File: config.mk
export PLATFORM = sky130hd
export DESIGN_NAME = nn_layer_ctrl
export DESIGN_NICKNAME = d
export VERILOG_FILES = /design/src/rtl/nn_layer_ctrl.sv
export SDC_FILE = /design/constraint.sdc
export NUM_CORES = 1
export LEC_CHECK = 0
export CORE_AREA = 4 4 41 43
export CTS_CLUSTER_DIAMETER = 80
export DETAILED_ROUTE_END_ITERATION = 12
export DIE_AREA = 0 0 45 47
export GPL_TIMING_DRIVEN = 0
export SYNTH_ARGS = -nofsm -noshare
export SYNTH_HDL_FRONTEND = slang
export SYNTH_SLANG_ARGS = --single-unit
File: constraint.sdc
create_clock -name Clk -period 1.82 [get_ports Clk]
set_input_delay 0.273 -clock Clk [delete_from_list [all_inputs] [get_ports Clk]]
set_output_delay 0.273 -clock Clk [all_outputs]
set_load 0.01 [all_outputs]
File: src/rtl/nn_layer_ctrl.sv
// Control sequencer for one fully-connected NN layer: input load, per-neuron MAC sweep,
// activation and output write. Optional BIAS step per neuron when NN_CTRL_BIAS_EN is defined.
module nn_layer_ctrl #(
   parameter  int N_INPUTS  = 4,
   parameter  int N_NEURONS = 2,
   localparam int IW        = $clog2(N_INPUTS),
   localparam int NW        = (N_NEURONS > 1) ? $clog2(N_NEURONS) : 1,
   localparam int WW        = $clog2(N_INPUTS * N_NEURONS)
) (
   input  logic          Clk,
   input  logic          Rst,
   input  logic          start,
   input  logic          abort,
   output logic          busy,
   output logic          done,
   output logic          x_ld_en,
   output logic [IW-1:0] in_sel,
   output logic [WW-1:0] w_addr,
   output logic          acc_clr,
   output logic          acc_en,
   output logic          act_en,
   output logic          out_we,
   output logic [NW-1:0] out_sel
`ifdef NN_CTRL_BIAS_EN
   ,
   output logic          bias_en
`endif
);

   typedef enum logic [2:0] {
      S_IDLE,
      S_LOAD,
      S_MAC,
      S_BIAS,
      S_ACT,
      S_WRITE,
      S_DONE
   } state_t;

   localparam logic [IW-1:0] I_LAST = IW'(N_INPUTS - 1);
   localparam logic [NW-1:0] J_LAST = NW'(N_NEURONS - 1);

   state_t        state, state_nx;
   logic [IW-1:0] i_cnt, i_nx;
   logic [NW-1:0] j_cnt, j_nx;

   always_ff @(posedge Clk or negedge Rst) begin
      if (!Rst) begin
         state <= S_IDLE;
         i_cnt <= '0;
         j_cnt <= '0;
      end else begin
         state <= state_nx;
         i_cnt <= i_nx;
         j_cnt <= j_nx;
      end
   end

   always_comb begin
      state_nx = state;
      i_nx     = i_cnt;
      j_nx     = j_cnt;
      case (state)
         S_IDLE: begin
            if (start) state_nx = S_LOAD;
         end
         S_LOAD: begin
            i_nx     = '0;
            j_nx     = '0;
            state_nx = S_MAC;
         end
         S_MAC: begin
            if (i_cnt == I_LAST) begin
               i_nx = '0;
`ifdef NN_CTRL_BIAS_EN
               state_nx = S_BIAS;
`else
               state_nx = S_ACT;
`endif
            end else begin
               i_nx = i_cnt + IW'(1);
            end
         end
`ifdef NN_CTRL_BIAS_EN
         S_BIAS:  state_nx = S_ACT;
`endif
         S_ACT:   state_nx = S_WRITE;
         S_WRITE: begin
            if (j_cnt == J_LAST) begin
               state_nx = S_DONE;
            end else begin
               j_nx     = j_cnt + NW'(1);
               state_nx = S_MAC;
            end
         end
         S_DONE: begin
            j_nx     = '0;
            state_nx = S_IDLE;
         end
         default: begin
            i_nx     = '0;
            j_nx     = '0;
            state_nx = S_IDLE;
         end
      endcase
      // Abort overrides every transition; in IDLE it also masks a coincident start.
      if (abort) begin
         state_nx = S_IDLE;
         i_nx     = '0;
         j_nx     = '0;
      end
   end

   // Pure decodes of registered state/counters: every output is 0 in IDLE.
   always_comb begin
      busy    = (state != S_IDLE);
      done    = (state == S_DONE);
      x_ld_en = (state == S_LOAD);
      acc_en  = (state == S_MAC);
      acc_clr = (state == S_MAC) && (i_cnt == '0);
      act_en  = (state == S_ACT);
      out_we  = (state == S_WRITE);
      in_sel  = '0;
      w_addr  = '0;
      out_sel = '0;
      if (state == S_MAC) begin
         in_sel = i_cnt;
         w_addr = WW'(int'(j_cnt) * N_INPUTS + int'(i_cnt));
      end
      if (state == S_ACT || state == S_WRITE) out_sel = j_cnt;
`ifdef NN_CTRL_BIAS_EN
      bias_en = (state == S_BIAS);
      if (state == S_BIAS) begin
         acc_en  = 1'b1;
         out_sel = j_cnt;
      end
`endif
   end

endmodule
# Word-level counts from Yosys, hierarchy flattened
# Index checks and enable logic that the tools add are counted.
dict set report op_classes {
  n_reduce_logical 8
  eq_ne 10
  add_sub_neg 3
  n_mux 14
}
# op count
set ops {}
lappend ops {{two-way mux 3 bit} 5}
lappend ops {{case mux 3 bit (5 select lines)} 1}
lappend ops {{== test 3 bit, second input constant} 3}
lappend ops {{two-way mux 2 bit} 3}
lappend ops {{!= test 2 x 1 -> 1 bit, second input constant} 2}
lappend ops {{case mux 2 bit (2 select lines)} 1}
lappend ops {{OR reduction 4 bit} 1}
lappend ops {{adder 3 x 2 -> 3 bit} 1}
lappend ops {{== test 3 x 1 -> 1 bit, second input constant} 1}
lappend ops {{== test 3 x 2 -> 1 bit, second input constant} 1}
lappend ops {{logical NOT 3 bit} 1}
lappend ops {{two-way mux 1 bit} 3}
lappend ops {{!= test 3 x 2 -> 1 bit, second input constant} 1}
lappend ops {{!= test 3 bit, second input constant} 1}
lappend ops {{nonzero test 3 bit} 1}
lappend ops {{OR reduction 3 bit} 1}
lappend ops {{adder 2 x 1 -> 2 bit, second input constant} 1}
lappend ops {{== test 2 bit, second input constant} 1}
lappend ops {{logical NOT 2 bit} 1}
lappend ops {{case mux 1 bit (2 select lines)} 1}
lappend ops {{AND reduction 2 bit} 1}
lappend ops {{adder 1 bit, second input constant} 1}
lappend ops {{logical AND 1 bit} 1}
lappend ops {{logical OR 1 bit} 1}
dict set report word_totals {
  inputBits 4
  output_inout_bits 13
  reg_bits 6
}

# Depth between registers and ports, before layout
dict set report logic_depth {
  depth_word 4
  mapped_depth 4
  ltp_nobuf 4
}

# Least setup slack after synthesis
# Ideal clock, no wire load.
dict set report synth_path {
  kind {reg2out}
  startpoint {register state[2]}
  endpoint {output port w_addr[0]}
  path_buffers 2
  path_stages_with_launch 5
  arrival_ns 1.205
  required_ns 1.547
  slack_ns 0.342
  cell_sequence {dfrtp_1 > buf_4 > nor3b_4 > and2_1 > buf_4}
}
dict set report synth_between {
  elab_chain_cells 2
}
# item line_no
set synth_rtl {}
lappend synth_rtl {{start, declared} 43} ;# state_t state, state_nx;
lappend synth_rtl {{start signal, assigned} 53} ;# state <= state_nx;
lappend synth_rtl {{== test 3 x 2 -> 1 bit} -}
lappend synth_rtl {{named net acc_en} 20} ;# output logic acc_en,
lappend synth_rtl {{two-way mux 3 bit} 126} ;# if (state == S_MAC) begin
lappend synth_rtl {{end, declared} 18} ;# output logic [WW-1:0] w_addr,
# The timed path passes the listed nets, and every way through them passes these cells.

# Worst setup path after layout
dict set report layout_path {
  startpoint {register state[2]}
  endpoint {output port w_addr[0]}
}
dict set report layout_between {
  elab_chain_cells 2
}
# item line_no
set layout_rtl {}
lappend layout_rtl {{== test 3 x 2 -> 1 bit} 126}
lappend layout_rtl {{two-way mux 3 bit} 126}
# No other way between the ends.

==> results_dict.tcl <==
set metrics [dict create \
    final_nets 78 \
    grt_use_total_pct 8.665 \
    critPathArrivalTime_ns 1.76 \
    clock_tree.buffer_depth 2 \
    final_power_uw 326.1 \
    num_io_pins 17 \
    place.port_buffers 16 \
    syn_nets 52 \
    layout_fillers 140 \
    routed_wire_length_per_instance_um 10.39 \
    drt_wl_total_um 883 \
    number_of_enable_type_register_cells_in_the_synthesized_netlist 0 \
    syn-mean-instance-area_um2 8.568 \
    num_vias 373 \
    netlist_top_cells_count "and2_1 (7), dfrtp_1 (6), nor2_1 (6), a21oi_1 (4), o21ai_0 (4)" \
    register_area_um2 152.6 \
    syn-instance-count 46 \
    skew_ns 0.003051 \
    ant_nets 0 \
    synth_most_common_cell "and2_1" \
    fin_util_pct 48.08 \
    path_class "flip-flop to output port" \
    start_kind "flip-flop" \
    global_route.usage.met1_pct 10.88 \
    synth.largest_area_cell "dfrtp_1" \
    fin_crit_ns 2.034 \
    power.leakage_nw 0.3537 \
    hold_worst_slack_ns 0.2715 \
    grt_antenna_before_repair 0 \
    initial_utilization_pct 30.29 \
    finalSetupViolations 2 \
    htree_num_levels 1 \
    clock_insertion_delay_worst_skew_ns 0.23 \
    count_of_final_max_slew_check_failures 0 \
    min-delay-path-class "input pin to async pin" \
    met2_track_demand_over_resource_in_global_routing_pct 14.12 \
    clk_pin_slew_worst_paths_ns 0.04 \
    async_flop_share_pct 100.0 \
    distinct_cell_type_count_of_the_synthesized_netlist 16 \
    met3_usage_pct 1.149 \
    drive_above_1_share_pct 21.43 \
    post_synth_main_area_contributors "dfrtp_1 (38%), and2_1 (11%), ha_1 (6.3%)" \
    cts_num_sinks 6 \
    drt_iter0_markers 7 \
    multi_input_combinational_cell_area_um2 210.2 \
    grt-ovfl-total 0 \
    place.gp.congestion 0.7064 \
    path_max_fanout 9 \
    violated_checks "setup timing" \
    worst_rel_slew_slack_pct 74.37 \
    max-cap-violations 0 \
    first_pass_grt_wire_length_mm 1.366 \
    num_antenna_cells 0 \
    grt_busiest_layer "met2" \
    dominantRegCellSynth "dfrtp_1" \
    max_clock_freq_ghz 0.4916 \
    tritoncts.num_buffers 3 \
    ys_seq_area_share_pct 38.10 \
    run_status "finished, violations left" \
    number_of_vias_per_cell 4.388 \
    floorplan.core_area_mm2 0.001301 \
    pre_cts_slack_ns -0.1205 \
    hpwlAfterDp_um 645.6 \
    floorplan.die_area_mm2 0.002115 \
    die_width_um 45 \
    yosysWarnings 0 \
    layout-area-overhead-vs-synth_pct 58.73 \
    end_kind "output port" \
    reg2reg_setup_slack_ns 0.44 \
    tritoncts "done" \
    route.detailed.drc 0 \
    grt_setup_unrepaired "yes" \
    crit_required_ns 1.55 \
    post-route-worst-setup-slack_ns -0.2142 \
    synth_area_um2 394.1 \
    maximum_number_of_pins_on_one_net_before_global_route_repair 10 \
    via_count_of_the_first_global_routing_pass 342 \
    ys_seq_elements 6 \
    power-per-cell-area_mw_per_mm2 521.2 \
    max_slew.worst_pin.slew_ns 0.3747 \
    dr.pass1.iters 3 \
    std_cell_rows 13 \
    finalCritPeriodShare_pct 111.8 \
    yosys.area.top_type_share_pct 38.10 \
    holdBufCountCts 0 \
    timing.final.hold_violations 0 \
    irDropWorstVdd_mv 0.3390 \
    die_h_um 47 \
    clk_root_buffer_cell "clkbuf_4" \
]
==> path summary, 6_finish.rpt <==
kind / end / startpoint / cells after the start
max reg2reg: state[2] / state[2] / 7
min in group Clk: j_cnt / state[1] / 1
max in group asynchronous: state[1] / Rst / 1
min reg2reg: j_cnt / state[1] / 1
min: i_cnt[1] / Rst / 1
max: w_addr[0] / state[2] / 5
==> metal layers <==
metal	share of wire (%)	wire [um]	vias up
met2	48	421	10
met1	46	406	164
met3	6.3	56	0
li1	-	-	199
met4	0	0	0
met5	0	0	-
==> cells by family after synthesis <==
| kind of cell | count (synthesis) | share of synthesized area, % |
|---|---|---|
| flip-flops | 6 | 38.09 |
| AND/OR/NAND/NOR | 22 | 32.70 |
| adder cells (fa/ha/maj) | 2 | 6.348 |
| AO/OA/AOI/OAI | 10 | 14.29 |
| buffers and inverters | 6 | 8.571 |
==> state kept, by name, indices dropped and copies added, names as in the netlist <==
signal	count
state	3
j_cnt	1
i_cnt	2
==> power breakdown <==
| part | internal, mW | total (mW) | switching [mW] |
|---|---|---|---|
| clock | 0.0739 | 0.112 | 0.0379 |
| combinational | 0.0360 | 0.0647 | 0.0287 |
| sequential | 0.141 | 0.150 | 0.00851 |
==> placed cells by master (no fill, tap or decap), types with 4 or more instances in the layout <==
master	instances
o21ai_0	4
clkdlybuf4s50_1	5
and2_1	7
a21oi_1	4
dfrtp_1	4
nor2_1	6
buf_4	8
dlygate4sd2_1	8
==> worst max-delay path, cell delays in order, from the launching register on <==
cell             delay [ns]
dfrtp_1                0.35
buf_4                  0.16
nor3b_4                0.23
and2_1                 0.17
buf_4                  0.10
clkdlybuf4s50_1        0.52
==> through the flow <==
step | TNS [ns] | cells | cell area (um^2)
global route | -0.6121 | 85 | 625.6
floorplan | 0 | 46 | 394.1
CTS | -0.4573 | 83 | 609.3
finish | -0.4279 | 85 | 625.6
global placement | -0.2716 | 77 | 573.1
detailed placement | -0.3072 | 77 | 573.1
==> area by class of cell <==
type / instances / share of cell area (%)
Tap cell: 15 / 3.000
Sequential cell: 6 / 24.40
Multi-Input combinational cell: 34 / 33.60
Timing Repair Buffer: 21 / 30.00
Inverter: 3 / 1.800
Buffer: 3 / 3.600
Clock buffer: 3 / 3.600
==> what timing repair did <==
item,in CTS,in global routing
pin swaps,2,0
hold endpoints to repair,0,0
gates resized for setup,11,4
setup endpoints to repair,11,5
buffers inserted,3,2
Note: power is estimated with default switching activity, not from simulation.
==> edit 1: new RTL, same settings <==
Add a define of `NN_CTRL_BIAS_EN`.
--- a/src/rtl/nn_layer_ctrl.sv
+++ b/src/rtl/nn_layer_ctrl.sv
@@ -1,5 +1,7 @@
 // Control sequencer for one fully-connected NN layer: input load, per-neuron MAC sweep,
 // activation and output write. Optional BIAS step per neuron when NN_CTRL_BIAS_EN is defined.
+`define NN_CTRL_BIAS_EN
+
 module nn_layer_ctrl #(
    parameter  int N_INPUTS  = 4,
    parameter  int N_NEURONS = 2,
Formal check against the unedited RTL (old outputs only; new: bias_en): not equivalent (a bounded check fails within 10 cycles, from zero or initial values and one cycle with Rst low).
==> edit 1 against the original RTL <==
- sequential cell count is the same
- non-clock buffer count rose by 2
- core utilization increased by 8.1 points
- area after synthesis up 16%
- first-iteration DRC count grew 110%
- cell area rose by 17%
- worst setup slack better by 240 ps
- cell count rose by 11%
- total power grew 19%
- routed wire length up 39%
- clock power up 15%
- die area did not move
==> edit 1: results (changes against the original RTL) <==
Share of cells above drive strength 1 -> 35.44% (+14 points)
P_int -> 0.0002735 W (+9.0%)
Post-Syn Nets -> 59 (+13%)
GRT Overall Usage -> 12.71% (+4.0 points)
Port bufs -> 17 (+1)
DR pass1 iterations -> 5 (+2)
WL/cell -> 13.02 um (+25%)
Fin Hold WS -> 274.7 ps (+3.184 ps)
Area of placed instances -> 645.6 sq um (+13%)
1st-iter DRT viols -> 15 (+8)
Type of the worst min-delay path -> in -> async
Clock group power -> 0.000129 W (+15%)
Comb power frac -> 28.7% (+8.9 points)
Pin count of the biggest net entering global routing -> 11 (+1)
Main area contributors after synthesis -> dfrtp_1, ha_1, a21oi_1
NumNets Final -> 87 (+12%)
Post-synthesis cell type count -> 27 (+11)
Pwr/cell area -> 531.8 nW/um^2 (+2.0%)
Pre-CTS setup slack -> -50.65 ps (+69.85 ps)
Compound-cell area share of the yosys netlist -> 19.73% (+5.4 points)
Crit path max fanout -> 7 (-2)
Skew-Pair Late Insertion Delay -> 250 ps (+20 ps)
Vias in the first global route -> 442 (+29%)
RR Startpoint -> i_cnt[1]
Post-synthesis sequential area ratio -> 32.88% (-5.2 points)
Worst Skew -> 7.612 ps (+4.560 ps)
Crit path DAT -> 1520 ps (-240 ps)
FF-to-FF path depth -> 5 (-2)
Avg Vias per Cell -> 4.862 (+11%)
Final setup viols -> 0 (-2)
Worst vdd ir -> 0.3407 mV (+0.52%)
Regs by FF count -> state (3), i_cnt (2), j_cnt (1)
FF-to-FF setup slack -> 520 ps (+80 ps)
Post-synthesis adder-cell area fraction -> 5.479% (-0.87 points)
Status -> completed
Detailed Place HPWL -> 827.4 um (+28%)
Most instantiated cells after synthesis -> dfrtp_1, nand2_1, a21oi_1, inv_1
Mux cell area share after synthesis -> 2.466% (+2.5 points)
Rel. slew slack -> 77.52% (+3.1 points)
Reg2reg end -> i_cnt[1]
Fill count -> 132 (-5.7%)
GPL Wtd Cong -> 0.7752 (+9.7%)
First-pass GRT wire length -> 1918 um (+40%)
## edit 1: per-layer routing
layer / routed length, um / up-vias / global-route usage, % / part of all wire [%]
li1: - / 228 / - / -
met1: 511 / 211 / 15.01 / 42
met2: 632 / 18 / 21.75 / 52
met3: 81 / 0 / 3.448 / 6.6
met4: 0 / 0 / 5.263 / 0
met5: 0 / - / 0 / 0
## edit 1: how the worst max path moves through the flow
stage / startpoint / endpoint / slack, ps / cells after the start
6_report: state[2] / acc_en / 30 / 3
5_1_grt: state[2] / out_sel / 1 / 5
4_1_cts: state[0] / busy / 40 / 3
3_5_place_dp: state[1] / w_addr[1] / -50 / 5
3_3_place_gp: state[1] / w_addr[1] / -60 / 5
2_1_floorplan: state[0] / w_addr[0] / 420 / 3
## edit 1: cell type report
| type | count | area share [%] |
|---|---|---|
| multi-input combinational | 37 | 37.16 |
| timing repair buffer | 23 | 28.77 |
| sequential | 6 | 20.89 |
| inverter | 7 | 3.938 |
| buffer | 3 | 3.596 |
| clock buffer | 3 | 3.082 |
| tap | 15 | 2.568 |
## edit 1: metrics by stage
stage	total power, W	cells
after floorplan	0.0002036	53
after global placement	0.0002454	85
after detailed placement	0.0002445	85
after CTS	0.0003841	94
after global routing	0.0004062	94
final	0.0003886	94
## edit 1: worst max-delay path: stages (launching register included)
cell,delay [ps]
dfrtp_2,440
nand2b_4,190
inv_4,100
clkdlybuf4s50_1,540
## edit 1: timing repair
| item | CTS | global route |
|---|---|---|
| pin swaps | 1 | 0 |
| endpoints found under the setup margin | 14 | 1 |
| setup buffers | 6 | 0 |
| endpoints found under the hold margin | 0 | 0 |
| gates resized for setup | 19 | 1 |
==> edit 2: new RTL, same settings <==
Without the edit above. Put a register stage on the output `acc_clr`. The value now appears one clock later. The other outputs are not delayed to match.
--- a/src/rtl/nn_layer_ctrl.sv
+++ b/src/rtl/nn_layer_ctrl.sv
@@ -39,6 +39,8 @@
 
    localparam logic [IW-1:0] I_LAST = IW'(N_INPUTS - 1);
    localparam logic [NW-1:0] J_LAST = NW'(N_NEURONS - 1);
+
+   logic acc_clr_d;
 
    state_t        state, state_nx;
    logic [IW-1:0] i_cnt, i_nx;
@@ -117,7 +119,7 @@
       done    = (state == S_DONE);
       x_ld_en = (state == S_LOAD);
       acc_en  = (state == S_MAC);
-      acc_clr = (state == S_MAC) && (i_cnt == '0);
+      acc_clr_d = (state == S_MAC) && (i_cnt == '0);
       act_en  = (state == S_ACT);
       out_we  = (state == S_WRITE);
       in_sel  = '0;
@@ -137,4 +139,8 @@
 `endif
    end
 
+   always_ff @(posedge Clk) begin
+      acc_clr <= acc_clr_d;
+   end
+
 endmodule
Formal check against the unedited RTL: not equivalent (a bounded check fails within 4 cycles, from zero or initial values and one cycle with Rst low).
==> edit 2 against the original RTL <==
- routed wire length rose by 4.3%
- combinational power up 7.6%
- cell area grew 8.2%
- area after synthesis up 5.1%
- non-clock buffer count unchanged
- via count rose by 8.8%
- clock power rose by 21%
- worst setup slack better by 310 ps
- sequential cell count is 1 higher
- total power grew 16%
- sequential power grew 15%
- maximum frequency grew 18%
==> edit 2: results (changes against the original RTL) <==
Reg2reg end -> i_cnt[1]
H-tree depth -> 1 (unchanged)
Detailed Place HPWL -> 678.1 um (+5.0%)
Cells after synthesis -> 47 (+2.2%)
Fill count -> 139 (-0.71%)
Crit path DAT -> 1450 ps (-310 ps)
First-pass GRT wire length -> 1442 um (+5.6%)
Finished Cell Area -> 676.9 sq um (+8.2%)
Pre-CTS setup slack -> -146.6 ps (-26.14 ps)
Post-synthesis cell type count -> 17 (+1)
NumNets Final -> 79 (+1.3%)
Post-Syn Nets -> 53 (+1.9%)
Async set-reset flop share out of synthesis -> 85.71% (-14 points)
Post-synthesis sequential area ratio -> 41.09% (+3.0 points)
Avg Vias per Cell -> 4.667 (+6.3%)
Crit path max fanout -> 3 (-6)
WL/cell -> 10.59 um (+1.9%)
Post-detailed-routing wire length -> 921 um (+4.3%)
1st-iter DRT viols -> 6 (-1)
Regs by FF count -> state (3), i_cnt (2)
Main area contributors after synthesis -> dfrtp_1, and2_1, ha_1
FF-to-FF setup slack -> 570 ps (+130 ps)
Met2 Resource Use GR -> 14.97% (+0.85 points)
Skew-Pair Late Insertion Delay -> 250 ps (+20 ps)
Worst vdd ir -> 0.4055 mV (+20%)
GPL Wtd Cong -> 0.7377 (+4.4%)
Most instantiated cells after synthesis -> and2_1, dfrtp_1, nor2_1
Rel. slew slack -> 75.82% (+1.4 points)
Area of placed instances -> 593.1 sq um (+3.5%)
Met1 Usage GRT -> 11.45% (+0.57 points)
Worst Skew -> 4.294 ps (+1.243 ps)
Ys Warns -> 0 (unchanged)
Clock transition at path regs -> 50 ps
DR pass1 iterations -> 2 (-1)
GRT Overall Usage -> 9.809% (+1.1 points)
Status -> completed
Share of cells above drive strength 1 -> 26.39% (+5.0 points)
Post-Route M1 WL -> 374 um (-7.9%)
GRT met3 Usage -> 5.747% (+4.6 points)
Met2 Wirelength -> 491 um (+17%)
Vias in the first global route -> 362 (+5.8%)
Pleak -> 0.3519 nW (-0.51%)
Fin Hold WS -> 267.5 ps (-4.074 ps)
Cell Count Post-Placement -> 78 (+1.3%)
[edit 2: kinds of logic after synthesis]
kind of cell               after synthesis  share of synthesized area (%)
and+or+nand+nor                         22                          31.12
AOI/OAI and AO/OA                       10                          13.60
DFF                                      7                          41.09
buffers and inverters                    6                          8.157
adders and majority gates                2                          6.041
[edit 2: worst max-delay path, cell delays in order, from the launching register on]
cell and delay [ps]:
dfrtp_1 360, buf_6 130, nor3b_4 220, buf_6 130, and2_4 130, clkdlybuf4s15_1 220
[edit 2: report_power, final]
part / leakage (nW) / total, W / internal (W) / switching (W)
clock network: 0.0150 / 0.000136 / 0.0000834 / 0.0000523
registers: 0.0870 / 0.000173 / 0.000164 / 0.00000890
logic: 0.250 / 0.0000696 / 0.0000395 / 0.0000301
[edit 2: how the worst max path moves through the flow]
stage	to	from	slack (ps)
6_report	in_sel[1]	state[2]	100
3_5_place_dp	w_addr[1]	state[2]	-150
3_3_place_gp	w_addr[0]	state[2]	-130
2_1_floorplan	w_addr[0]	state[2]	340
5_1_grt	in_sel[1]	state[2]	20
4_1_cts	in_sel[0]	state[2]	-7
[edit 2: area by class of cell]
| cell class | count | area (sq um) | area share (%) |
|---|---|---|---|
| Clock buffer | 4 | 26.28 | 3.882 |
| Inverter | 3 | 11.26 | 1.664 |
| Sequential cell | 7 | 172.7 | 25.51 |
| Buffer | 2 | 18.77 | 2.773 |
| Timing Repair Buffer | 22 | 214.0 | 31.61 |
| Multi-Input combinational cell | 34 | 215.2 | 31.79 |
| Tap cell | 15 | 18.77 | 2.773 |
[edit 2: timing repair]
| action | in CTS | in global routing |
|---|---|---|
| endpoints found under the setup margin | 11 | 4 |
| gates resized for setup | 21 | 7 |
| pin swaps | 2 | 1 |
| setup buffers | 5 | 1 |
